### src/rtl/lsu_dc_fill_ctl.sv
// Data-cache line fill controller: issues one bus read per miss, writes four 64-bit beats
// with per-halfword parity, then writes the tag. Define RV_DC_FILL_CWF_EN for critical-word-first.
module lsu_dc_fill_ctl #(
  parameter int unsigned NUM_WAYS = 4
) (
  input  logic                clk,
  input  logic                rst_l,
  input  logic                miss_valid,
  output logic                miss_ready,
  input  logic [29:0]         miss_addr,
  input  logic [NUM_WAYS-1:0] miss_way,
  output logic                bus_req_valid,
  input  logic                bus_req_ready,
  output logic [28:0]         bus_req_addr,
  input  logic                bus_rsp_valid,
  input  logic [63:0]         bus_rsp_data,
  input  logic                bus_rsp_err,
  output logic [29:0]         dc_rw_addr,
  output logic [NUM_WAYS-1:0] dc_wr_en,
  output logic [67:0]         dc_wr_data,
  output logic [29:0]         dc_rw_tag_addr,
  output logic [NUM_WAYS-1:0] lsu_dc_tag_wren,
  output logic                dc_tag_valid_wr,
  output logic                crit_valid,
  output logic [63:0]         crit_data,
  output logic                fill_done,
  output logic                fill_err
);

  localparam int unsigned ADDR_W  = 30;
  localparam int unsigned LINE_W  = 27;
  localparam int unsigned BUS_AW  = 29;
  localparam int unsigned BEAT_W  = 64;
  localparam int unsigned WORD_W  = 68;
  localparam int unsigned IDX_W   = 2;

  typedef enum logic [1:0] {
    IDLE = 2'd0,
    REQ  = 2'd1,
    FILL = 2'd2,
    TAG  = 2'd3
  } state_e;

  state_e              state_q, state_d;
  logic [LINE_W-1:0]   line_q, line_d;
  logic [IDX_W-1:0]    off_q, off_d;
  logic [NUM_WAYS-1:0] way_q, way_d;
  logic [IDX_W-1:0]    idx_q, idx_d;
  logic [IDX_W-1:0]    cnt_q, cnt_d;
  logic                err_q, err_d;

  logic                miss_ready_q, miss_ready_d;
  logic                bus_req_valid_q, bus_req_valid_d;
  logic [BUS_AW-1:0]   bus_req_addr_q, bus_req_addr_d;
  logic [ADDR_W-1:0]   dc_rw_addr_q, dc_rw_addr_d;
  logic [NUM_WAYS-1:0] dc_wr_en_q, dc_wr_en_d;
  logic [WORD_W-1:0]   dc_wr_data_q, dc_wr_data_d;
  logic [ADDR_W-1:0]   tag_addr_q, tag_addr_d;
  logic [NUM_WAYS-1:0] tag_wren_q, tag_wren_d;
  logic                tag_valid_q, tag_valid_d;
  logic                crit_valid_q, crit_valid_d;
  logic [BEAT_W-1:0]   crit_data_q, crit_data_d;
  logic                fill_done_q, fill_done_d;
  logic                fill_err_q, fill_err_d;

  logic                miss_fire;
  logic [IDX_W-1:0]    start_idx;
  logic [BUS_AW-1:0]   req_addr;
  logic                unused_addr_bit;

  // Even parity over each 16-bit half of a 32-bit word: {hi half, lo half}.
  function automatic logic [1:0] par32(input logic [31:0] d);
    par32 = {^d[31:16], ^d[15:0]};
  endfunction

  assign miss_fire       = miss_valid && miss_ready_q;
  assign unused_addr_bit = miss_addr[0];

`ifdef RV_DC_FILL_CWF_EN
  assign start_idx = miss_addr[2:1];
  assign req_addr  = miss_addr[29:1];
`else
  assign start_idx = IDX_W'(0);
  assign req_addr  = {miss_addr[29:3], 2'b00};
`endif

  // Next-state and registered-output logic.
  always_comb begin
    state_d         = state_q;
    line_d          = line_q;
    off_d           = off_q;
    way_d           = way_q;
    idx_d           = idx_q;
    cnt_d           = cnt_q;
    err_d           = err_q;
    bus_req_valid_d = bus_req_valid_q;
    bus_req_addr_d  = bus_req_addr_q;
    dc_rw_addr_d    = dc_rw_addr_q;
    dc_wr_en_d      = '0;
    dc_wr_data_d    = dc_wr_data_q;
    tag_addr_d      = tag_addr_q;
    tag_wren_d      = '0;
    tag_valid_d     = 1'b0;
    crit_valid_d    = 1'b0;
    crit_data_d     = crit_data_q;
    fill_done_d     = 1'b0;
    fill_err_d      = 1'b0;

    unique case (state_q)
      IDLE: begin
        if (miss_fire) begin
          state_d         = REQ;
          line_d          = miss_addr[29:3];
          off_d           = miss_addr[2:1];
          way_d           = miss_way;
          idx_d           = start_idx;
          cnt_d           = IDX_W'(0);
          err_d           = 1'b0;
          bus_req_valid_d = 1'b1;
          bus_req_addr_d  = req_addr;
        end
      end
      REQ: begin
        if (bus_req_ready) begin
          state_d         = FILL;
          bus_req_valid_d = 1'b0;
        end
      end
      FILL: begin
        if (bus_rsp_valid) begin
          dc_wr_en_d   = way_q;
          dc_rw_addr_d = {line_q, idx_q, 1'b0};
          dc_wr_data_d = {par32(bus_rsp_data[63:32]), bus_rsp_data[63:32],
                          par32(bus_rsp_data[31:0]),  bus_rsp_data[31:0]};
          if (idx_q == off_q) begin
            crit_valid_d = 1'b1;
            crit_data_d  = bus_rsp_data;
          end
          err_d = err_q | bus_rsp_err;
          idx_d = idx_q + IDX_W'(1);
          cnt_d = cnt_q + IDX_W'(1);
          if (cnt_q == IDX_W'(3)) begin
            state_d = TAG;
          end
        end
      end
      TAG: begin
        // An errored line is still written, but its tag is left invalid.
        tag_wren_d  = way_q;
        tag_addr_d  = {line_q, 3'b000};
        tag_valid_d = ~err_q;
        fill_done_d = 1'b1;
        fill_err_d  = err_q;
        state_d     = IDLE;
      end
      default: state_d = IDLE;
    endcase

    // Ready only once the controller has settled in IDLE for a full cycle.
    miss_ready_d = (state_q == IDLE) && (state_d == IDLE);
  end

  always_ff @(posedge clk) begin
    if (!rst_l) begin
      state_q         <= IDLE;
      line_q          <= '0;
      off_q           <= '0;
      way_q           <= '0;
      idx_q           <= '0;
      cnt_q           <= '0;
      err_q           <= 1'b0;
      miss_ready_q    <= 1'b0;
      bus_req_valid_q <= 1'b0;
      bus_req_addr_q  <= '0;
      dc_rw_addr_q    <= '0;
      dc_wr_en_q      <= '0;
      dc_wr_data_q    <= '0;
      tag_addr_q      <= '0;
      tag_wren_q      <= '0;
      tag_valid_q     <= 1'b0;
      crit_valid_q    <= 1'b0;
      crit_data_q     <= '0;
      fill_done_q     <= 1'b0;
      fill_err_q      <= 1'b0;
    end else begin
      state_q         <= state_d;
      line_q          <= line_d;
      off_q           <= off_d;
      way_q           <= way_d;
      idx_q           <= idx_d;
      cnt_q           <= cnt_d;
      err_q           <= err_d;
      miss_ready_q    <= miss_ready_d;
      bus_req_valid_q <= bus_req_valid_d;
      bus_req_addr_q  <= bus_req_addr_d;
      dc_rw_addr_q    <= dc_rw_addr_d;
      dc_wr_en_q      <= dc_wr_en_d;
      dc_wr_data_q    <= dc_wr_data_d;
      tag_addr_q      <= tag_addr_d;
      tag_wren_q      <= tag_wren_d;
      tag_valid_q     <= tag_valid_d;
      crit_valid_q    <= crit_valid_d;
      crit_data_q     <= crit_data_d;
      fill_done_q     <= fill_done_d;
      fill_err_q      <= fill_err_d;
    end
  end

  assign miss_ready      = miss_ready_q;
  assign bus_req_valid   = bus_req_valid_q;
  assign bus_req_addr    = bus_req_addr_q;
  assign dc_rw_addr      = dc_rw_addr_q;
  assign dc_wr_en        = dc_wr_en_q;
  assign dc_wr_data      = dc_wr_data_q;
  assign dc_rw_tag_addr  = tag_addr_q;
  assign lsu_dc_tag_wren = tag_wren_q;
  assign dc_tag_valid_wr = tag_valid_q;
  assign crit_valid      = crit_valid_q;
  assign crit_data       = crit_data_q;
  assign fill_done       = fill_done_q;
  assign fill_err        = fill_err_q;

endmodule

### config.mk
export PLATFORM = sky130hd
export DESIGN_NAME = lsu_dc_fill_ctl
export DESIGN_NICKNAME = d
export VERILOG_FILES = /design/src/rtl/lsu_dc_fill_ctl.sv
export SDC_FILE = /design/constraint.sdc
export NUM_CORES = 1
export LEC_CHECK = 0
export ABC_AREA = 0
export BUFFER_PORTS_ARGS = -buffer_cell sky130_fd_sc_hd__buf_4
export CAP_MARGIN = 20
export CORE_MARGIN = 10
export CORE_UTILIZATION = 50
export DETAILED_ROUTE_END_ITERATION = 16
export PLACE_DENSITY = 0.8
export SETUP_SLACK_MARGIN = 0.3
export SLEW_MARGIN = 20
export SYNTH_ARGS = -nofsm -noshare
export SYNTH_HDL_FRONTEND = slang
export SYNTH_SLANG_ARGS = --single-unit
### constraint.sdc
create_clock -name clk -period 2.3 [get_ports clk]
set_input_delay 0.46 -clock clk [delete_from_list [all_inputs] [get_ports clk]]
set_output_delay 0.46 -clock clk [all_outputs]
set_load 0.01 [all_outputs]
Word-level counts from Yosys, hierarchy flattened

Cells that the tools add are included.

Register bits: 242
Bits of input ports: 104

Add/sub/neg operators: 2
Eq/ne operators: 8
Mux-type cells: 18
Bitwise gates (word level): 2
Reductions and logical operators: 17

Operator list:

| kind                | number |
|---|---|
| $reduce_xor 16->1   | 4 |
| $mux 2              | 7 |
| $reduce_and 3->1    | 4 |
| $pmux 2 s2          | 2 |
| $pmux 2 s4          | 1 |
| $eq 2x2->1 const B  | 3 |
| $mux 1              | 6 |
| $ne 2x2->1 const B  | 3 |
| $reduce_and 2->1    | 3 |
| $add 2x1->2 const B | 2 |
| $logic_not 2->1     | 2 |
| $pmux 1 s2          | 2 |
| $reduce_bool 2->1   | 2 |
| $eq 2x1->1 const B  | 1 |
| $eq 2x2->1          | 1 |
| $logic_and 1x1->1   | 2 |
| $not 1->1           | 1 |
| $or 1x1->1          | 1 |

Longest topological paths before layout

Depth in word-level cells: 6
Depth in mapped cells: 8
Gate-level depth less buffers: 5

Worst setup path after synthesis

Ideal clock, no wire load.

Path type: reg-to-reg
Start: register state_q[0]
End: register dc_wr_data_q[0] (netlist: dc_wr_data[0])
Setup time: 0.122 ns
Data arrival time: 1.340 ns
Required time: 2.178 ns
Path slack: 0.838 ns
Stages on the path, launching flop included: 9
Clock period less this slack: 1.462 ns
Cell sequence: dfxtp_1 buf_2 nand2b_4 or2_1 buf_4 buf_2 buf_4 nand2_1 a21boi_0

Word-level cells in the longest chain between the ends: 2

Ends and longest elaborated chain:

| what                              | RTL line | RTL |
|---|---|---|
| from (decl)                       | 44       | `state_e state_q, state_d;` |
| from (signal assigned)            | 186      | `state_q <= state_d;` |
| $eq 2x2->1                        | 109      | `unique case (state_q)` |
| $reduce_and 2->1 (no source line) | --       |  |
| to (signal assigned)              | 198      | `dc_wr_data_q <= dc_wr_data_d;` |
| to (decl)                         | 57       | `logic [WORD_W-1:0] dc_wr_data_q, dc_wr_data_d;` |

No other way between the ends.
A chain may end at the register's enable or synchronous reset.

Final worst setup path

Start: register state_q[1]
End: register crit_data_q[31] (netlist: crit_data[31])

Word-level cells in the longest chain between the ends: 2

Ends and longest elaborated chain:

| what                              | RTL line | RTL |
|---|---|---|
| $eq 2x2->1                        | 109      |  |
| $reduce_and 3->1 (no source line) | --       |  |
| to (signal assigned)              | 203      | `crit_data_q <= crit_data_d;` |
| to (decl)                         | 62       | `logic [BEAT_W-1:0] crit_data_q, crit_data_d;` |

No other way between the ends.

==> results_dict.tcl <==
set metrics [dict create \
    relSlewSlack 0.5726 \
    final_cell_mix "438 x nand2_1, 333 x buf_4, 242 x dfxtp_1" \
    layoutNonFillerInstCount 1638 \
    drt_iter0_markers 349 \
    fmax_mhz 573.4 \
    synth_warnings 0 \
    track_usage 0.2182 \
    avgViaCountPerCell 4.921 \
    grt_overflow 0 \
    cp_cell_sequence "nand2b_4 -> or2_4 -> nor2_8 -> buf_4 -> nand2_1 -> a21boi_1" \
    outcome "completed" \
    grt_start_max_net_pins 124 \
    setup_ws_ps 556.0 \
    initial_utilization 0.5051 \
    hold_slack_ps 175.7 \
    final_common_cell "nand2_1" \
    antenna_found_initial 0 \
    synth_cell_types 28 \
    max_cap_viol_count 0 \
    post_cts_buffers 0 \
    place_area_um2 11990 \
    hp-class "in -> reg" \
    post-place-cells 1593 \
    final_util 0.6906 \
    grt_setup_unrepaired "false" \
    hpwl_um 20150 \
    clock_power_share 0.442 \
    dr.pass1.iters 4 \
    worst_pin_slew_ps 641.1 \
    fin_skew_ps 10.04 \
    hold_buffers 0 \
    finalCriticalPeriod_ps 1744 \
    path_clk_slew_ps 60 \
    slowest_stage "dfxtp_1" \
    pwr-share-seq 0.464 \
    grt_pass1_wl_um 43530 \
    ant_nets 0 \
    placementRows 50 \
    cts_max_level 1 \
    critPathBufInv 1 \
    io_pins 339 \
    synth_seq_cells 242 \
    worstSkewPairLatency_ps 520 \
    critPathKind "reg -> reg" \
    wl_um 28570 \
    arrival_ps 2190 \
    final_cell_area_um2 12830 \
    hold_viol 0 \
    gp_congestion 0.7960 \
    dr_total_vias 8061 \
    dpl_worst_slack_ps 495.6 \
    grt_pass1_vias 7753 \
    cp_top_family "simple AND/OR/NAND/NOR gates" \
    max_stage_delay_ps 470 \
    p_switching_mw 2.164 \
    die_h_um 157.0 \
    io_buffers 331 \
    start_kind "flip-flop" \
    syn_inst 1093 \
    cts_root_buffer "clkbuf_16" \
    crit_fanout 21 \
    drv_slew 0 \
    setup_viol 0 \
    synth_seq_area_share 0.5163 \
    core_um2 18580 \
    power_leakage_nw 5.185 \
    intPower_mw 7.155 \
    cts_resized 0 \
    dieWidth_um 157.0 \
    drc 0 \
    peakVddDrop_mv 0.5564 \
    period_share 0.7583 \
    synth_area_um2 9384 \
    cts_max_path_buffers 3 \
    syn_to_final_growth_pct 36.75 \
    num-nets-final 1492 \
    swShare 0.2322 \
    powerDensity_nw_per_um2 726.2 \
    crit_required_ps 2750 \
    cts_tree "yes" \
    drive_gt1_frac 0.2771 \
    die-area_um2 24650 \
    power_mw 9.319 \
    wl_per_cell_um 17.44 \
    cts_inserted_buffers 26 \
    power_frac_comb 0.095 \
    setup-tns-final_ps 0 \
    antennaDiodeCount 0 \
    crit_path_end_kind "flip-flop" \
    cts_sinks 242 \
    syn_avg_cell_area_um2 8.586 \
]
==> Yosys cell counts <==
| master | number | area share |
|---|---|---|
| and3_1 | 6 | 0.0040 |
| nor3b_1 | 1 | 0.00080 |
| nor2b_1 | 6 | 0.0040 |
| buf_4 | 18 | 0.014 |
| xor2_1 | 9 | 0.0084 |
| or2_1 | 1 | 0.00067 |
| o21ai_0 | 4 | 0.0021 |
| nor3_1 | 1 | 0.00053 |
| nor2_1 | 8 | 0.0032 |
| a211oi_1 | 1 | 0.00080 |
| xnor2_1 | 54 | 0.050 |
| a22oi_1 | 1 | 0.00080 |
| and2_1 | 6 | 0.0040 |
| conb_1 | 1 | 0.00040 |
| dfxtp_1 | 242 | 0.52 |
| ha_1 | 1 | 0.0013 |
| clkbuf_1 | 40 | 0.016 |
| nand3b_1 | 1 | 0.00080 |
| a21oi_1 | 8 | 0.0043 |
| inv_1 | 1 | 0.00040 |
| nor2_8 | 1 | 0.0021 |
| nand3_1 | 2 | 0.0011 |
| a21boi_1 | 60 | 0.048 |
| buf_2 | 22 | 0.012 |
| nand2_1 | 438 | 0.18 |
| buf_1 | 1 | 0.00040 |
| a21boi_0 | 158 | 0.13 |
| nand2b_4 | 1 | 0.0015 |
==> layout make-up <==
cell class | count | area, um^2
timing repair buffer | 342 | 2680
clock inverter | 15 | 165.2
multi-input combinational | 774 | 4170
tap | 234 | 292.8
inverter | 1 | 3.754
sequential | 242 | 4845
clock buffer | 30 | 675.6
fill | 1500 | 5748
==> flip-flops by register name, indices dropped and copies added (netlist names), 2 cells and up <==
register	flops
dc_rw_addr	29
dc_rw_tag_addr	27
cnt_q	2
dc_wr_en	4
state_q	2
dc_wr_data	68
line_q	27
way_q	4
lsu_dc_tag_wren	4
crit_data	64
idx_q	2
off_q	2
==> worst register-to-register path: stages, from the launching register on <==
cell and delay (ps):
dfxtp_1 470, nand2b_4 100, or2_4 280, nor2_8 340, buf_4 290, nand2_1 80
a21boi_1 120
==> path summary, 6_finish.rpt <==
kind | startpoint | end | slack [ps] | depth (start not counted)
min reg2reg | err_q$_SDFFE_PN0P_ | dc_tag_valid_wr$_SDFF_PN0_ | 440 | 1
max | state_q[1]$_SDFF_PN0_ | crit_data[31]$_SDFFE_PN0P_ | 560 | 6
max reg2reg | state_q[1]$_SDFF_PN0_ | crit_data[31]$_SDFFE_PN0P_ | 560 | 6
min | bus_rsp_err | err_q$_SDFFE_PN0P_ | 180 | 3
==> routing by layer <==
| layer | share of wire | vias to the layer above | GRT usage |
|---|---|---|---|
| met2 | 0.49 | 249 | 0.3814 |
| li1 | - | 4065 | - |
| met4 | 0.014 | 0 | 0.04270 |
| met5 | 0 | - | 0 |
| met3 | 0.11 | 28 | 0.08761 |
| met1 | 0.39 | 3719 | 0.2458 |
==> cells by family after synthesis <==
| family | after synthesis | synth area share |
|---|---|---|
| AOI/OAI and AO/OA | 232 | 0.1824 |
| and+or+nand+nor | 472 | 0.1979 |
| adders and majority gates | 1 | 0.001333 |
| DFF | 242 | 0.5163 |
| other | 1 | 0.0003996 |
| buffers and inverters | 82 | 0.04293 |
| xor gates and xnor gates | 63 | 0.05880 |
==> power groups by stage <==
stage / logic [mW] / registers [mW] / clock network (mW)
6_report: 0.883 / 4.32 / 4.12
5_1_grt: 0.962 / 4.33 / 4.37
4_1_cts: 0.893 / 4.32 / 4.18
3_5_place_dp: 0.889 / 4.41 / 0
3_3_place_gp: 0.876 / 4.41 / 0
2_1_floorplan: 0.469 / 4.43 / 0
Note: power is estimated with default switching activity, not from simulation.
